**config.mk**
```make
export PLATFORM = sky130hd
export DESIGN_NAME = string_serializer_param_flat
export DESIGN_NICKNAME = d
export VERILOG_FILES = /design/src/rtl/string_serializer_param_if.sv /design/src/rtl/string_serializer_param.sv /design/src/flat_wrapper.sv
export SDC_FILE = /design/constraint.sdc
export NUM_CORES = 1
export LEC_CHECK = 0
export BUFFER_PORTS_ARGS = -buffer_cell sky130_fd_sc_hd__buf_2
export CAP_MARGIN = 20
export CORE_ASPECT_RATIO = 0.7
export CORE_MARGIN = 2
export CORE_UTILIZATION = 40
export DETAILED_ROUTE_END_ITERATION = 10
export HOLD_SLACK_MARGIN = 0.15
export PLACE_DENSITY_LB_ADDON = 0.2
export REMOVE_ABC_BUFFERS = 1
export SETUP_SLACK_MARGIN = 0.1
export SKIP_CTS_REPAIR_TIMING = 1
export SLEW_MARGIN = 20
export SYNTH_ARGS = -nofsm -noshare
export SYNTH_HDL_FRONTEND = slang
export SYNTH_SLANG_ARGS = --single-unit
```
**constraint.sdc**
```tcl
create_clock -name clk -period 3.1 [get_ports clk]
set_input_delay 0.31 -clock clk [delete_from_list [all_inputs] [get_ports clk]]
set_output_delay 0.31 -clock clk [all_outputs]
set_load 0.005 [all_outputs]
```
**src/rtl/string_serializer_param_if.sv**
```systemverilog
// Handshake and data bundle between a string source and the serializer.
// The master side supplies the string and Start; the slave side reports progress and drives the line.
interface string_serializer_param_if #(
    parameter int CHAR_W    = 7,
    parameter int MAX_CHARS = 11
);
    logic [MAX_CHARS*CHAR_W-1:0]      StringPOV;
    logic                             Start;
    logic                             Busy;
    logic                             Done;
    logic                             SendBit;
    logic [$clog2(MAX_CHARS+1)-1:0]   CharCount;

    modport master (
        output StringPOV, Start,
        input  Busy, Done, SendBit, CharCount
    );

    modport slave (
        input  StringPOV, Start,
        output Busy, Done, SendBit, CharCount
    );
endinterface

```
**src/rtl/string_serializer_param.sv**
```systemverilog
// Latches a packed string and sends each character as a UART-style frame on SendBit,
// stopping at the first null character or after MAX_CHARS characters.
module string_serializer_param #(
    parameter int CHAR_W    = 7,
    parameter int MAX_CHARS = 11,
    parameter int CLK_DIV   = 4,
    parameter int PARITY    = 1,
    parameter int STOP_BITS = 1
) (
    input  logic clk,
    input  logic Reset,
    string_serializer_param_if.slave bus
);

    localparam int FRAME_W = 1 + CHAR_W + ((PARITY != 0) ? 1 : 0) + STOP_BITS;
    localparam int BAUD_W  = $clog2(CLK_DIV);
    localparam int BIT_W   = $clog2(FRAME_W);
    localparam int IDX_W   = $clog2(MAX_CHARS + 1);
    localparam int STR_W   = MAX_CHARS * CHAR_W;

    localparam logic [2:0] IDLE  = 3'd0;
    localparam logic [2:0] LOAD  = 3'd1;
    localparam logic [2:0] FETCH = 3'd2;
    localparam logic [2:0] SEND  = 3'd3;
    localparam logic [2:0] DONE  = 3'd4;

    logic [2:0]         state;
    logic [STR_W-1:0]   stringReg;
    logic [IDX_W-1:0]   charIdx;
    logic [BAUD_W-1:0]  baudCnt;
    logic [BIT_W-1:0]   bitCnt;
    logic [FRAME_W-1:0] frameReg;
    logic               sendBit;
    logic               busy;
    logic               done;

    logic [CHAR_W-1:0]  curChar;
    logic               endOfString;
    logic               parityBit;
    logic [FRAME_W-1:0] frameNext;

    // Character selection saturates to null once the index runs off the end of the string.
    always_comb begin
        curChar = '0;
        for (int i = 0; i < MAX_CHARS; i++) begin
            if (charIdx == IDX_W'(i)) begin
                curChar = stringReg[i*CHAR_W +: CHAR_W];
            end
        end
    end

    assign endOfString = (charIdx == IDX_W'(MAX_CHARS)) || (curChar == '0);
    assign parityBit   = (PARITY == 2) ? ~(^curChar) : ^curChar;

    // Frame is stored LSB-first: start bit, data, optional parity, then stop bits (left at 1).
    always_comb begin
        frameNext             = '1;
        frameNext[0]          = 1'b0;
        frameNext[CHAR_W:1]   = curChar;
        if (PARITY != 0) begin
            frameNext[CHAR_W+1] = parityBit;
        end
    end

    always_ff @(posedge clk or negedge Reset) begin
        if (!Reset) begin
            state     <= IDLE;
            stringReg <= '0;
            charIdx   <= '0;
            baudCnt   <= '0;
            bitCnt    <= '0;
            frameReg  <= '1;
            sendBit   <= 1'b1;
            busy      <= 1'b0;
            done      <= 1'b0;
        end else begin
            done <= 1'b0;
            case (state)
                IDLE: begin
                    sendBit <= 1'b1;
                    if (bus.Start) begin
                        state <= LOAD;
                    end
                end
                LOAD: begin
                    stringReg <= bus.StringPOV;
                    charIdx   <= '0;
                    busy      <= 1'b1;
                    state     <= FETCH;
                end
                FETCH: begin
                    sendBit <= 1'b1;
                    baudCnt <= '0;
                    bitCnt  <= '0;
                    if (endOfString) begin
                        state <= DONE;
                    end else begin
                        frameReg <= frameNext;
                        state    <= SEND;
                    end
                end
                // Each frame bit is presented for CLK_DIV cycles before the frame shifts.
                SEND: begin
                    sendBit <= frameReg[0];
                    if (baudCnt == BAUD_W'(CLK_DIV - 1)) begin
                        baudCnt  <= '0;
                        frameReg <= {1'b1, frameReg[FRAME_W-1:1]};
                        if (bitCnt == BIT_W'(FRAME_W - 1)) begin
                            bitCnt  <= '0;
                            charIdx <= charIdx + IDX_W'(1);
                            state   <= FETCH;
                        end else begin
                            bitCnt <= bitCnt + BIT_W'(1);
                        end
                    end else begin
                        baudCnt <= baudCnt + BAUD_W'(1);
                    end
                end
                DONE: begin
                    sendBit <= 1'b1;
                    done    <= 1'b1;
                    busy    <= 1'b0;
                    state   <= IDLE;
                end
                default: begin
                    state <= IDLE;
                end
            endcase
        end
    end

    assign bus.SendBit   = sendBit;
    assign bus.Busy      = busy;
    assign bus.Done      = done;
    assign bus.CharCount = charIdx;

endmodule

```
**src/flat_wrapper.sv**
```systemverilog
// flat-port wrapper written by rule: the top's interface ports become plain ports
module string_serializer_param_flat 
#(
    parameter int CHAR_W    = 7,
    parameter int MAX_CHARS = 11,
    parameter int CLK_DIV   = 4,
    parameter int PARITY    = 1,
    parameter int STOP_BITS = 1
)
  (clk, Reset, bus_StringPOV, bus_Start, bus_Busy, bus_Done, bus_SendBit, bus_CharCount);
  string_serializer_param_if #(.CHAR_W(CHAR_W), .MAX_CHARS(MAX_CHARS)) bus_i ();
  input  logic clk;
  input  logic Reset;
  input wire logic [$bits(bus_i.StringPOV)-1:0] bus_StringPOV;
  input wire logic [$bits(bus_i.Start)-1:0] bus_Start;
  output wire logic [$bits(bus_i.Busy)-1:0] bus_Busy;
  output wire logic [$bits(bus_i.Done)-1:0] bus_Done;
  output wire logic [$bits(bus_i.SendBit)-1:0] bus_SendBit;
  output wire logic [$bits(bus_i.CharCount)-1:0] bus_CharCount;
  assign bus_i.StringPOV = bus_StringPOV;
  assign bus_i.Start = bus_Start;
  assign bus_Busy = bus_i.Busy;
  assign bus_Done = bus_i.Done;
  assign bus_SendBit = bus_i.SendBit;
  assign bus_CharCount = bus_i.CharCount;
  string_serializer_param #(.CHAR_W(CHAR_W), .MAX_CHARS(MAX_CHARS), .CLK_DIV(CLK_DIV), .PARITY(PARITY), .STOP_BITS(STOP_BITS)) u_core (.clk(clk), .Reset(Reset), .bus(bus_i));
endmodule
```
After elaboration in Yosys (flattened, before gate mapping)
Cells that the tools add are included.
{ "totals": {"register_bits": 103, "in_bits": 80, "out_inout_bits": 7, "elab_cells": 77} }
{ "classes": {"add_sub_neg": 3, "eq_ne": 21, "n_mux": 30, "reduce_logical": 14} }
{ "op_table": {"columns": ["cell", "count"], "rows": [
  ["$mux W7", 11],
  ["$eq A4 B4 Y1 const B", 5],
  ["$mux W10", 2],
  ["$pmux W10 S2", 1],
  ["$eq A4 B3 Y1 const B", 4],
  ["$mux W4", 4],
  ["$pmux W4 S2", 2],
  ["$mux W3", 4],
  ["$pmux W3 S4", 1],
  ["$reduce_and A3 Y1", 3],
  ["$add A4 B1 Y4 const B", 2],
  ["$eq A4 B2 Y1 const B", 2],
  ["$reduce_bool A2 Y1", 4],
  ["$logic_not A7 Y1", 1],
  ["$reduce_xor A7 Y1", 1],
  ["$eq A3 B2 Y1 const B", 2],
  ["$eq A4 B1 Y1 const B", 1],
  ["$logic_not A4 Y1", 1],
  ["$ne A2 B1 Y1 const B", 2],
  ["$ne A2 B2 Y1 const B", 2],
  ["$pmux W1 S2", 2],
  ["$pmux W2 S2", 1],
  ["$eq A3 B1 Y1 const B", 1],
  ["$eq A3 B3 Y1 const B", 1],
  ["8 further kinds", 8]
]} }

Longest topological paths before layout
Gate-level depths: netlist of run 1.
{ "logic_depth": {"word_depth": 16, "ltp_mapped": 16} }

Worst setup path after synthesis of run 1
Ideal clock, no wire load.
{ "synth_path": {"path_type": "reg-to-reg", "from": "register u_core.charIdx[0] (netlist: u_core.bus.CharCount[0])", "to": "register u_core.frameReg[1]", "setup_ns": 0.082, "arrival_ns": 2.844, "path_slack_ns": 0.173, "path_stages_with_launch": 15, "synth_period_minus_slack_ns": 2.927, "path_cell_list": "dfrtp_1 -> inv_1 -> ha_1 -> buf_2 -> clkbuf_1 -> and4bb_2 -> a221o_1 -> o21ai_0 -> o31a_1 -> ha_1 -> nand3_1 -> a21oi_2 -> o21ai_4 -> a21oi_2 -> mux2_4"} }
{ "synth_via": {"elab_chain_cells": 16} }
{ "synth_lines": {"columns": ["element", "line", "text"], "rows": [
  ["start, declared", "string_serializer_param.sv:29", "logic [IDX_W-1:0] charIdx;"],
  ["start signal, assigned", "string_serializer_param.sv:110", "charIdx <= charIdx + IDX_W'(1);"],
  ["$logic_not A4 Y1", "string_serializer_param.sv:46", "if (charIdx == IDX_W'(i)) begin"],
  ["$mux W7 (11 in a row)", "string_serializer_param.sv:46", null],
  ["$logic_not A7 Y1", "string_serializer_param.sv:52", "assign endOfString = (charIdx == IDX_W'(MAX_CHARS)) || (curChar == '0);"],
  ["$logic_or A1 B1 Y1", "string_serializer_param.sv:52", null],
  ["$ne A2 B2 Y1 (no source line)", null, null],
  ["$reduce_and A3 Y1 (no source line)", null, null],
  ["end signal, assigned", "string_serializer_param.sv:98", "frameReg <= frameNext;"],
  ["end signal, assigned", "string_serializer_param.sv:107", "frameReg <= {1'b1, frameReg[FRAME_W-1:1]};"],
  ["end, declared", "string_serializer_param.sv:32", "logic [FRAME_W-1:0] frameReg;"]
]} }
Several ways; a longest one is shown, not always the timed one. The select of a mux whose other input is x is not followed.
A chain may end at the register's enable or synchronous reset.

Worst setup path in the final report of run 1
{ "layout_path": {"from": "register u_core.charIdx[1] (netlist: u_core.bus.CharCount[1])", "to": "register u_core.frameReg[0]"} }
{ "layout_via": {"elab_chain_cells": 16} }
{ "layout_lines": {"columns": ["element", "line"], "rows": [
  ["$logic_not A4 Y1", "string_serializer_param.sv:46"],
  ["$mux W7 (11 in a row)", "string_serializer_param.sv:46"],
  ["$logic_not A7 Y1", "string_serializer_param.sv:52"],
  ["$logic_or A1 B1 Y1 *", "string_serializer_param.sv:52"],
  ["$ne A2 B2 Y1 (no source line) *", null],
  ["$reduce_and A3 Y1 (no source line) *", null]
]} }
Every way passes the cells marked *; elsewhere a longest branch is shown, timed or not.

==> results of run 1 <==
tightest hold or removal path, stage by stage:
cell and delay [ns]:
buf_2 0.07, nand2_1 0.04, o21ai_0 0.06
registers in the layout (all words and copies together) (netlist names), 2 cells and up:
register,count
u_core.stringReg,77
u_core.frameReg,9
u_core.bitCnt,4
u_core.bus.CharCount,4
u_core.state,3
u_core.baudCnt,2
layer usage:
layer / vias up / track usage / routed length, µm
li1: 1896 / - / -
met1: 2002 / 0.285 / 6550
met2: 119 / 0.304 / 5890
met3: 13 / 0.0520 / 909
met4: 0 / 0.0412 / 123
met5: - / 0 / 0
synthesized netlist by cell type, types with 3 or more instances:
master,count,area share
a221o_1,3,0.0058
ha_1,10,0.024
a221oi_1,8,0.014
nor3_1,3,0.0029
nand3_1,5,0.0049
nand3b_1,8,0.012
o221a_2,4,0.0088
nand2b_1,3,0.0037
inv_1,15,0.011
clkbuf_1,12,0.0088
nor2_1,26,0.019
o21ai_0,30,0.029
nand2_1,31,0.023
nor2b_1,12,0.015
and2_1,4,0.0049
and3_1,3,0.0037
a222oi_1,4,0.0078
o31a_1,3,0.0051
and3b_1,3,0.0051
buf_2,17,0.017
o311ai_1,3,0.0051
dfrtp_1,92,0.45
mux2_2,73,0.16
a22o_1,5,0.0085
a211oi_1,7,0.010
dfstp_2,10,0.051
a21o_1,3,0.0044
a21oi_1,30,0.029
mux2i_1,3,0.0058
final cells by class:
cell class,instances,area share
well taps,162,0.0308
multi-input cells,312,0.393
clock inverters,6,0.0167
repair buffers,130,0.125
inverters,15,0.00894
clock buffers,10,0.0348
flip-flops and latches,102,0.390
cell families after synthesis:
group	synth area share
adders and majority gates	0.0243
muxes	0.169
DFF	0.499
buffers and inverters	0.0392
AOI/OAI and AO/OA	0.158
xor gates and xnor gates	0.00682
and+or+nand+nor	0.104
worst max-delay path by stage:
stage,startpoint,endpoint,slack (ns),cells after the start
2_1_floorplan,u_core.state[0]$_DFFE_PN0P_,u_core.bus.CharCount[1]$_DFFE_PN0P_,-4.21,4
3_3_place_gp,u_core.bus.CharCount[1]$_DFFE_PN0P_,u_core.frameReg[1]$_DFFE_PN1P_,0.13,13
3_5_place_dp,u_core.bus.CharCount[1]$_DFFE_PN0P_,u_core.frameReg[0]$_DFFE_PN1P_,-0.01,14
4_1_cts,u_core.bus.CharCount[1]$_DFFE_PN0P_,u_core.frameReg[0]$_DFFE_PN1P_,-0.05,14
5_1_grt,u_core.bus.CharCount[1]$_DFFE_PN0P_,u_core.frameReg[0]$_DFFE_PN1P_,-0.01,15
6_report,u_core.bus.CharCount[1]$_DFFE_PN0P_,u_core.frameReg[0]$_DFFE_PN1P_,0.14,15
per-stage QoR:
step,power [mW],instances,util
2_1_floorplan,4.63,429,-
3_3_place_gp,5.58,708,0.472
3_5_place_dp,5.71,708,0.472
4_1_cts,7.01,724,0.499
5_1_grt,8.12,737,0.528
6_report,7.60,737,0.528
power by group through the flow:
stage / registers [mW] / clock network [mW] / logic, mW
final: 2.53 / 1.29 / 3.77
after global routing: 2.62 / 1.37 / 4.14
after CTS: 2.50 / 1.31 / 3.20
after detailed placement: 2.52 / 0 / 3.18
after global placement: 2.50 / 0 / 3.07
after floorplan: 2.33 / 0 / 2.30
==> impl_metrics.json, run 1 <==
{
  "maxCapViolCount": 0,
  "status": "finished, final reports clean",
  "slew_headroom": 0.440,
  "critPathLaunchType": "register",
  "post-dp-hpwl_mm": 9.93,
  "setup_viol": 0,
  "async_flop_share": 1.00,
  "reg2reg_depth": 15,
  "synth_ff_type": "dfrtp_1",
  "holdPathEnd": "u_core.stringReg[19]$_DFFE_PN0P_",
  "required_ns": 3.37,
  "grt-ovfl-total": 0,
  "numCtsBuffers": 9,
  "place_congestion": 0.873,
  "worst-path-buf-inv": 3,
  "yosysWarnings": 0,
  "multiInputGateArea_mm2": 0.00259,
  "diodes": 0,
  "leakage_nw": 2.85,
  "arrival_ns": 3.24,
  "io_pins": 87,
  "critPathCaptureType": "register",
  "drtIter0Drc": 269,
  "critPathKind": "reg -> reg",
  "rows": 34,
  "layout.nets": 660,
  "pwr-share-comb": 0.497,
  "avgSynthCellArea_um2": 11.2,
  "start_util": 0.412,
  "period_share": 0.956,
  "cts_tree": "yes",
  "grt_start_max_net_pins": 50,
  "cts_max_path_buffers": 2,
  "swShare": 0.366,
  "grt_pass1_wl_mm": 21.6,
  "fin_crit_ns": 2.96,
  "cts_root_buf": "clkbuf_16",
  "post_drt_via_cell_ratio": 5.47,
  "cp_cell_sequence": "inv_4 -> ha_4 -> buf_6 -> nand3b_1 -> o221a_2 -> a21oi_2 -> o21ai_2 -> mux2i_1 -> ha_2 -> nand3_4 -> a21oi_4 -> o21ai_4 -> a21oi_2 -> buf_4 -> mux2i_1",
  "grt_pass1_vias": 4134,
  "drive_above_1_share": 0.475,
  "synth_cell_type_count": 52,
  "regToRegEndpoint": "u_core.frameReg[0]$_DFFE_PN1P_",
  "cp_top_family": "compound AO/OA/AOI/OAI gates",
  "skew_ns": 0.00632,
  "clock-sinks": 102,
  "antenna_found_initial": 0,
  "layout_commonest_cell": "dfrtp_1",
  "wl_per_cell_um": 18.3,
  "power_frac_clock": 0.170,
  "reg2reg_slack_ns": 0.14,
  "rsz0062_at_grt": "yes",
  "p_per_area_mw_per_mm2": 1160,
  "hold_violations": 0,
  "grt_usage": 0.198,
  "drc": 0,
  "synth_edf_count": 0,
  "path_clk_slew_ns": 0.07,
  "hold_path.class": "in -> reg",
  "p_switching_mw": 2.78,
  "firstDrtPassIters": 4,
  "via_count": 4030,
  "area_growth_pct": 27.9,
  "routed_wirelength_mm": 13.5,
  "crit_fanout": 5,
  "ys_seq_elements": 102,
  "cp_slowest_cell": "dfrtp_2",
  "hold_slack_ns": 0.167,
  "numPortBuffers": 86,
  "placed_area_mm2": 0.00588,
  "p_int_mw": 4.82,
  "critPathMaxStageDelay_ns": 0.46,
  "netlist_area_mm2": 0.00514,
  "rr_startpoint": "u_core.bus.CharCount[1]$_DFFE_PN0P_",
  "pwr-share-seq": 0.333,
  "seq_area_mm2": 0.00257,
  "fmax_mhz": 338,
  "setup_tns_ns": 0,
  "fp.dieH_um": 98.9,
  "core_region_area_mm2": 0.0125,
  "die_width_um": 140,
  "design_area_mm2": 0.00658,
  "synthCells": 460,
  "clk_latency_ns": 0.35,
  "antenna_left": 0,
  "fillers": 1126,
  "worst_slew_pin_slew_ns": 0.839,
  "htree_levels": 3,
  "maxSlewViolCount": 0,
  "setup_ws_ns": 0.137,
  "pre_cts_ws_ns": -0.0137,
  "whs_path_depth": 3,
  "ys_seq_area_frac": 0.499,
  "hold_start": "bus_StringPOV[19]",
  "irDropWorstVdd_mv": 0.465,
  "final_cell_mix": "dfrtp_1, buf_2, mux2_2, buf_4, nand2_1",
  "dieArea_mm2": 0.0138
}
Power figures use the tool's default switching activity.
==> inputs of run 2 (changes only) <==
--- a/config.mk
+++ b/config.mk
@@ -10,5 +10,6 @@
 export CORE_ASPECT_RATIO = 0.7
 export CORE_MARGIN = 2
-export CORE_UTILIZATION = 40
+export CORE_UTILIZATION = 35
+export CTS_CLUSTER_DIAMETER = 100
 export DETAILED_ROUTE_END_ITERATION = 10
 export HOLD_SLACK_MARGIN = 0.15
==> constraint.sdc (replaced) <==
create_clock -name clk -period 3.1 [get_ports clk]
set_input_delay 0.62 -clock clk [delete_from_list [all_inputs] [get_ports clk]]
set_output_delay 0.62 -clock clk [all_outputs]
set_load 0.005 [all_outputs]
==> run 2 against run 1 <==
  * Flip-flop and latch count stayed put
  * Sequential power rose by 2%
  * Cell count rose by 2.4%
  * Via count decreased by 2.9%
  * Register-to-register slack gained 0.04 ns
  * Design area is 2.9% lower
  * Die area increased by 14%
  * Fmax is 1.3% higher
==> impl_metrics.json, run 2 (synthesis results as in run 1) <==
{
  "status": "finished, final reports clean",
  "maxCapViolCount": 0,
  "numCtsBuffers": 9,
  "fp.dieH_um": 105,
  "critPathKind": "reg -> reg",
  "cts_tree": "yes",
  "report.power.total_mw": 7.07,
  "grt_pass1_wl_mm": 20.8,
  "routed_wirelength_mm": 13.2,
  "cp_top_family": "compound AO/OA/AOI/OAI gates",
  "irDropWorstVdd_mv": 0.462,
  "dieArea_mm2": 0.0157,
  "start_util": 0.354,
  "fin_crit_ns": 2.92,
  "period_share": 0.943,
  "path_common_cell": "a21oi_4",
  "seq_area_mm2": 0.00257,
  "drtIter0Drc": 233,
  "placed_area_mm2": 0.00587,
  "multiInputGateArea_mm2": 0.00255,
  "arrival_ns": 3.20,
  "maxSlewViolCount": 0,
  "skew_ns": 0.00871,
  "drc": 0,
  "numPortBuffers": 86,
  "rsz0062_at_grt": "yes",
  "wl_per_cell_um": 17.5,
  "grt-ovfl-total": 0,
  "firstDrtPassIters": 4,
  "io_pins": 87,
  "layout.nets": 645,
  "hold_slack_ns": 0.210,
  "utilization": 0.439,
  "post-dp-hpwl_mm": 9.89,
  "worst-path-buf-inv": 2,
  "layout_commonest_cell": "dfrtp_1",
  "clock-sinks": 102,
  "critPathMaxStageDelay_ns": 0.50,
  "worst_slew_pin_slew_ns": 0.857,
  "slew_headroom": 0.423,
  "dr_wl_met2_mm": 5.60,
  "leakage_nw": 2.73,
  "area_growth_pct": 24.2,
  "fmax_mhz": 342,
  "crit_fanout": 6,
  "design_area_mm2": 0.00638,
  "p_per_area_mw_per_mm2": 1110,
  "hold_path.class": "in -> async",
  "grt_start_max_net_pins": 44,
  "place_congestion": 0.847,
  "cts_root_buf": "clkbuf_16",
  "rows": 37,
  "cts_max_path_buffers": 2,
  "regMostFlops": "u_core.stringReg",
  "drive_above_1_share": 0.459,
  "path_clk_slew_ns": 0.08,
  "fillers": 1414,
  "antenna_left": 0,
  "cp-startpoint": "u_core.bus.CharCount[0]$_DFFE_PN0P_",
  "diodes": 0,
  "pre_cts_ws_ns": -0.0940,
  "met1_length_mm": 6.70,
  "core_region_area_mm2": 0.0145,
  "post_drt_via_cell_ratio": 5.18,
  "setup_viol": 0,
  "final_cell_mix": "dfrtp_1, buf_2, mux2_2, nand2_1, o21ai_0",
  "cp_cell_sequence": "inv_4 -> ha_2 -> buf_4 -> and4bb_2 -> a22o_1 -> a21oi_2 -> nand3_1 -> o21ai_0 -> ha_1 -> nand3_4 -> a21oi_4 -> o21ai_4 -> a21oi_4 -> mux2_4",
  "grt_pass1_vias": 3904,
  "grt_usage": 0.172,
  "via_count": 3912,
  "wl_met3_um": 811,
  "setup_tns_ns": 0,
  "reg2reg_slack_ns": 0.18,
  "htree_levels": 3,
  "largest_register_ffs": 77,
  "required_ns": 3.38,
  "top_layer": "met4",
  "setup_ws_ns": 0.176,
  "rr_startpoint": "u_core.bus.CharCount[0]$_DFFE_PN0P_",
  "finalNonFillerCells": 755,
  "antenna_found_initial": 0,
  "critPathCaptureType": "register",
  "die_width_um": 149,
  "critPathLaunchType": "register",
  "largestRegisters": "u_core.stringReg x77, u_core.frameReg x9",
  "cp_slowest_cell": "dfrtp_2",
  "clk_latency_ns": 0.35,
  "numPlacedInstances": 734,
  "hold_violations": 0
}
run 2: routing by layer:
metal / track usage / up-vias
li1: - / 1866
met1: 0.260 / 1932
met2: 0.244 / 105
met3: 0.0446 / 9
met4: 0.0442 / 0
met5: 0 / -
run 2: worst reg2reg max path: stages (launching register included):
cell	delay, ns
dfrtp_2	0.50
inv_4	0.07
ha_2	0.21
buf_4	0.15
and4bb_2	0.27
a22o_1	0.20
a21oi_2	0.14
nand3_1	0.10
o21ai_0	0.11
ha_1	0.23
nand3_4	0.10
a21oi_4	0.15
o21ai_4	0.12
a21oi_4	0.19
mux2_4	0.31
run 2: cell type report:
type | count | area share
clock buffer | 9 | 0.0353
clock inverter | 7 | 0.00882
inverter | 15 | 0.00921
multi-input combinational | 312 | 0.399
sequential | 102 | 0.402
tap | 195 | 0.0382
timing repair buffer | 115 | 0.107
run 2: worst paths after layout:
check / endpoint / cells after the start
setup / recovery: u_core.frameReg[1]$_DFFE_PN1P_ / 14
hold / removal: u_core.state[2]$_DFFE_PN0P_ / 1
setup reg to reg: u_core.frameReg[1]$_DFFE_PN1P_ / 14
hold reg to reg: u_core.frameReg[0]$_DFFE_PN1P_ / 2
max in group asynchronous: u_core.frameReg[1]$_DFFE_PN1P_ / 2
min in group clk: u_core.stringReg[16]$_DFFE_PN0P_ / 3
run 2: power breakdown:
| group | switching (mW) | total [mW] | internal, mW | leakage, nW |
|---|---|---|---|---|
| Clock | 0.533 | 1.09 | 0.557 | 0.137 |
| Sequential | 0.538 | 2.57 | 2.03 | 1.18 |
| Combinational | 1.65 | 3.41 | 1.76 | 1.41 |
| Total | 2.72 | 7.07 | 4.34 | 2.73 |
==> inputs of run 3 (changes only) <==
- ABC_AREA: unset -> 1
- SLEW_MARGIN: 20 -> unset
- clock period: 3.1 -> 2.75 ns (I/O delays scaled with it)
==> run 3 against run 2 <==
  * Worst setup slack worse by 0.12 ns
  * Register-to-register slack lost 0.12 ns
  * Core utilization up 1.7 points
  * Count of clock-buffer cells in the layout rose by 4
  * Global-route usage up 0.41 points
  * Critical path depth up 9
  * Sequential power rose by 7%
  * Via count rose by 19%
  * Sequential share of layout area down 1.7 points
  * Cell count rose by 34%
  * Design area increased by 4.5%
  * Wire length grew 2.8%
  * Highest routed layer unchanged
==> impl_metrics.json, run 3 <==
{
  "rr_startpoint": "u_core.bus.CharCount[1]$_DFFE_PN0P_",
  "path_common_cell": "nand2_1",
  "swShare": 0.395,
  "setup_tns_ns": 0,
  "layout_commonest_cell": "nand2_1",
  "critPathKind": "reg -> reg",
  "drtIter0Drc": 325,
  "yosys.area.top_type": "dfrtp_1",
  "synth_edf_count": 0,
  "fin_crit_ns": 2.69,
  "avgSynthCellArea_um2": 7.36,
  "critPathMaxStageDelay_ns": 0.39,
  "worst-path-buf-inv": 4,
  "die_width_um": 150,
  "synthMuxAreaShare": 0,
  "post-dp-hpwl_mm": 9.62,
  "skew_ns": 0.00676,
  "grt_pass1_vias": 4574,
  "firstDrtPassIters": 5,
  "cts_root_buf": "clkbuf_16",
  "synthCells": 707,
  "core_region_area_mm2": 0.0146,
  "clock-sinks": 102,
  "hold_violations": 0,
  "via_count": 4659,
  "pwr-share-comb": 0.441,
  "diodes": 0,
  "async_flop_share": 1.00,
  "grt-ovfl-total": 0,
  "worst_slew_pin_slew_ns": 0.866,
  "start_util": 0.356,
  "routed_wirelength_mm": 13.6,
  "fillers": 1493,
  "seq_area_mm2": 0.00257,
  "critPathCaptureType": "register",
  "grt_pass1_wl_mm": 22.1,
  "period_share": 0.980,
  "pwr-share-seq": 0.369,
  "hold_path.class": "in -> async",
  "reg2reg_slack_ns": 0.06,
  "maxSlewViolCount": 0,
  "fmax_mhz": 371,
  "wl_per_cell_um": 13.4,
  "synth-xor-area-share": 0.00505,
  "rsz0062_at_grt": "yes",
  "synth_cell_type_count": 38,
  "cp_slowest_cell": "dfrtp_1",
  "status": "finished, final reports clean",
  "cp-startpoint": "u_core.bus.CharCount[1]$_DFFE_PN0P_",
  "grt_usage": 0.176,
  "fp.dieH_um": 106,
  "p_per_area_mw_per_mm2": 1110,
  "path_clk_slew_ns": 0.07,
  "synth_ff_type": "dfrtp_1",
  "layout.nets": 905,
  "cp_top_family": "simple AND/OR/NAND/NOR gates",
  "power_frac_clock": 0.190,
  "yosysWarnings": 0,
  "numCtsBuffers": 9,
  "multiInputGateArea_mm2": 0.00247,
  "slew_headroom": 0.423,
  "arrival_ns": 2.97,
  "area_growth_pct": 28.2,
  "netlist_area_mm2": 0.00520,
  "place_congestion": 0.846,
  "yosys-top-cells-area": "dfrtp_1, nand2_1, dfstp_2",
  "largestRegisters": "u_core.stringReg x77, u_core.frameReg x9",
  "synth_most_common_cell": "nand2_1",
  "irDropWorstVdd_mv": 0.462,
  "clk_latency_ns": 0.35,
  "maxCapViolCount": 0,
  "required_ns": 3.03,
  "ys_seq_elements": 102,
  "drive_above_1_share": 0.248,
  "rows": 37,
  "p_switching_mw": 2.93,
  "cts_max_path_buffers": 2,
  "critPathLaunchType": "register",
  "synth_fa_ha_area_frac": 0.0241,
  "leakage_nw": 3.45,
  "hold_slack_ns": 0.220,
  "antenna_found_initial": 0,
  "synth_compound_area_frac": 0.0548,
  "synth.top_cells.by_count": "nand2_1, dfrtp_1, inv_1",
  "antenna_left": 0,
  "post_drt_via_cell_ratio": 4.59,
  "yosysTopAreaCellShare": 0.443,
  "grt_start_max_net_pins": 96,
  "crit_fanout": 6,
  "dieArea_mm2": 0.0159,
  "cts_tree": "yes",
  "largest_register_ffs": 77,
  "io_pins": 87,
  "synth_top_family_by_area": "simple AND/OR/NAND/NOR gates",
  "p_int_mw": 4.49,
  "cp_cell_sequence": "inv_2 -> ha_4 -> inv_2 -> nor3_2 -> buf_4 -> nand2_1 -> nand3_1 -> nand2_1 -> nand3b_1 -> nand2_1 -> nand2_1 -> nand2_1 -> nand2_1 -> nand2_1 -> nand2_2 -> inv_2 -> ha_4 -> xnor2_2 -> xor2_1 -> nand3b_1 -> nand3_1 -> nand2_1 -> nand2_1",
  "htree_levels": 3,
  "ys_seq_area_frac": 0.493,
  "numPortBuffers": 86,
  "drc": 0,
  "regMostFlops": "u_core.stringReg",
  "synthSimpleGateAreaFrac": 0.351,
  "setup_viol": 0,
  "final_cell_mix": "nand2_1, dfrtp_1, buf_2, inv_1, nor2_1"
}
## run 3: power groups by stage
stage,clock network (mW),logic (mW),registers (mW)
floorplan,0,2.10,2.57
global placement,0,2.76,2.74
detailed placement,0,2.85,2.74
CTS,1.44,2.86,2.72
global route,1.49,3.82,2.82
finish,1.41,3.27,2.74
## run 3: cells by family (layout without fill, tap and decap cells)
family,count (synthesis),count (layout)
xor gates and xnor gates,3,3
adders and majority gates,10,10
buffers and inverters,93,206
DFF,102,102
and+or+nand+nor,445,445
AOI/OAI and AO/OA,54,54
## run 3: worst register-to-register path, delay by kind of cell (launching register included)
family,cells,cell delay (ns)
xor+xnor,2,0.30
buf+inv,4,0.36
flops,1,0.39
fa+ha+maj,2,0.42
simple gates,15,1.17
## run 3: final cells by class
| class | instances | area share |
|---|---|---|
| well taps | 195 | 0.0366 |
| multi-input cells | 512 | 0.370 |
| inverters | 67 | 0.0385 |
| flip-flops and latches | 102 | 0.385 |
| repair buffers | 122 | 0.119 |
| clock buffers | 13 | 0.0390 |
| clock inverters | 3 | 0.0101 |
| repair inverters | 1 | 0.00113 |
## run 3: worst paths after layout
path,cells past startpoint,endpoint
worst max-delay path,23,u_core.frameReg[8]$_DFFE_PN1P_
worst min-delay path,1,u_core.bitCnt[1]$_DFFE_PN0P_
worst max register to register,23,u_core.frameReg[8]$_DFFE_PN1P_
worst min register to register,2,u_core.bus.SendBit$_DFFE_PN1P_
max in group asynchronous,2,u_core.stringReg[9]$_DFFE_PN0P_
min in group clk,3,u_core.stringReg[21]$_DFFE_PN0P_
## run 3: layer usage
layer / up-vias / global-route usage / routed length (µm)
li1: 2391 / - / -
met1: 2155 / 0.263 / 7090
met2: 103 / 0.257 / 5610
met3: 10 / 0.0433 / 771
met4: 0 / 0.0404 / 116
met5: - / 0 / 0
## run 3: through the flow
stage	std cells	cell area (µm²)	power (mW)	util	setup WS, ns
after global routing	1015	6670	8.14	0.456	-0.205
final	1015	6670	7.42	0.456	0.0560
after detailed placement	986	5980	5.59	0.409	-0.0633
after global placement	986	5980	5.50	0.409	0.00993
after floorplan	681	5080	4.67	-	-4.98
after CTS	1002	6310	7.02	0.431	-0.0835
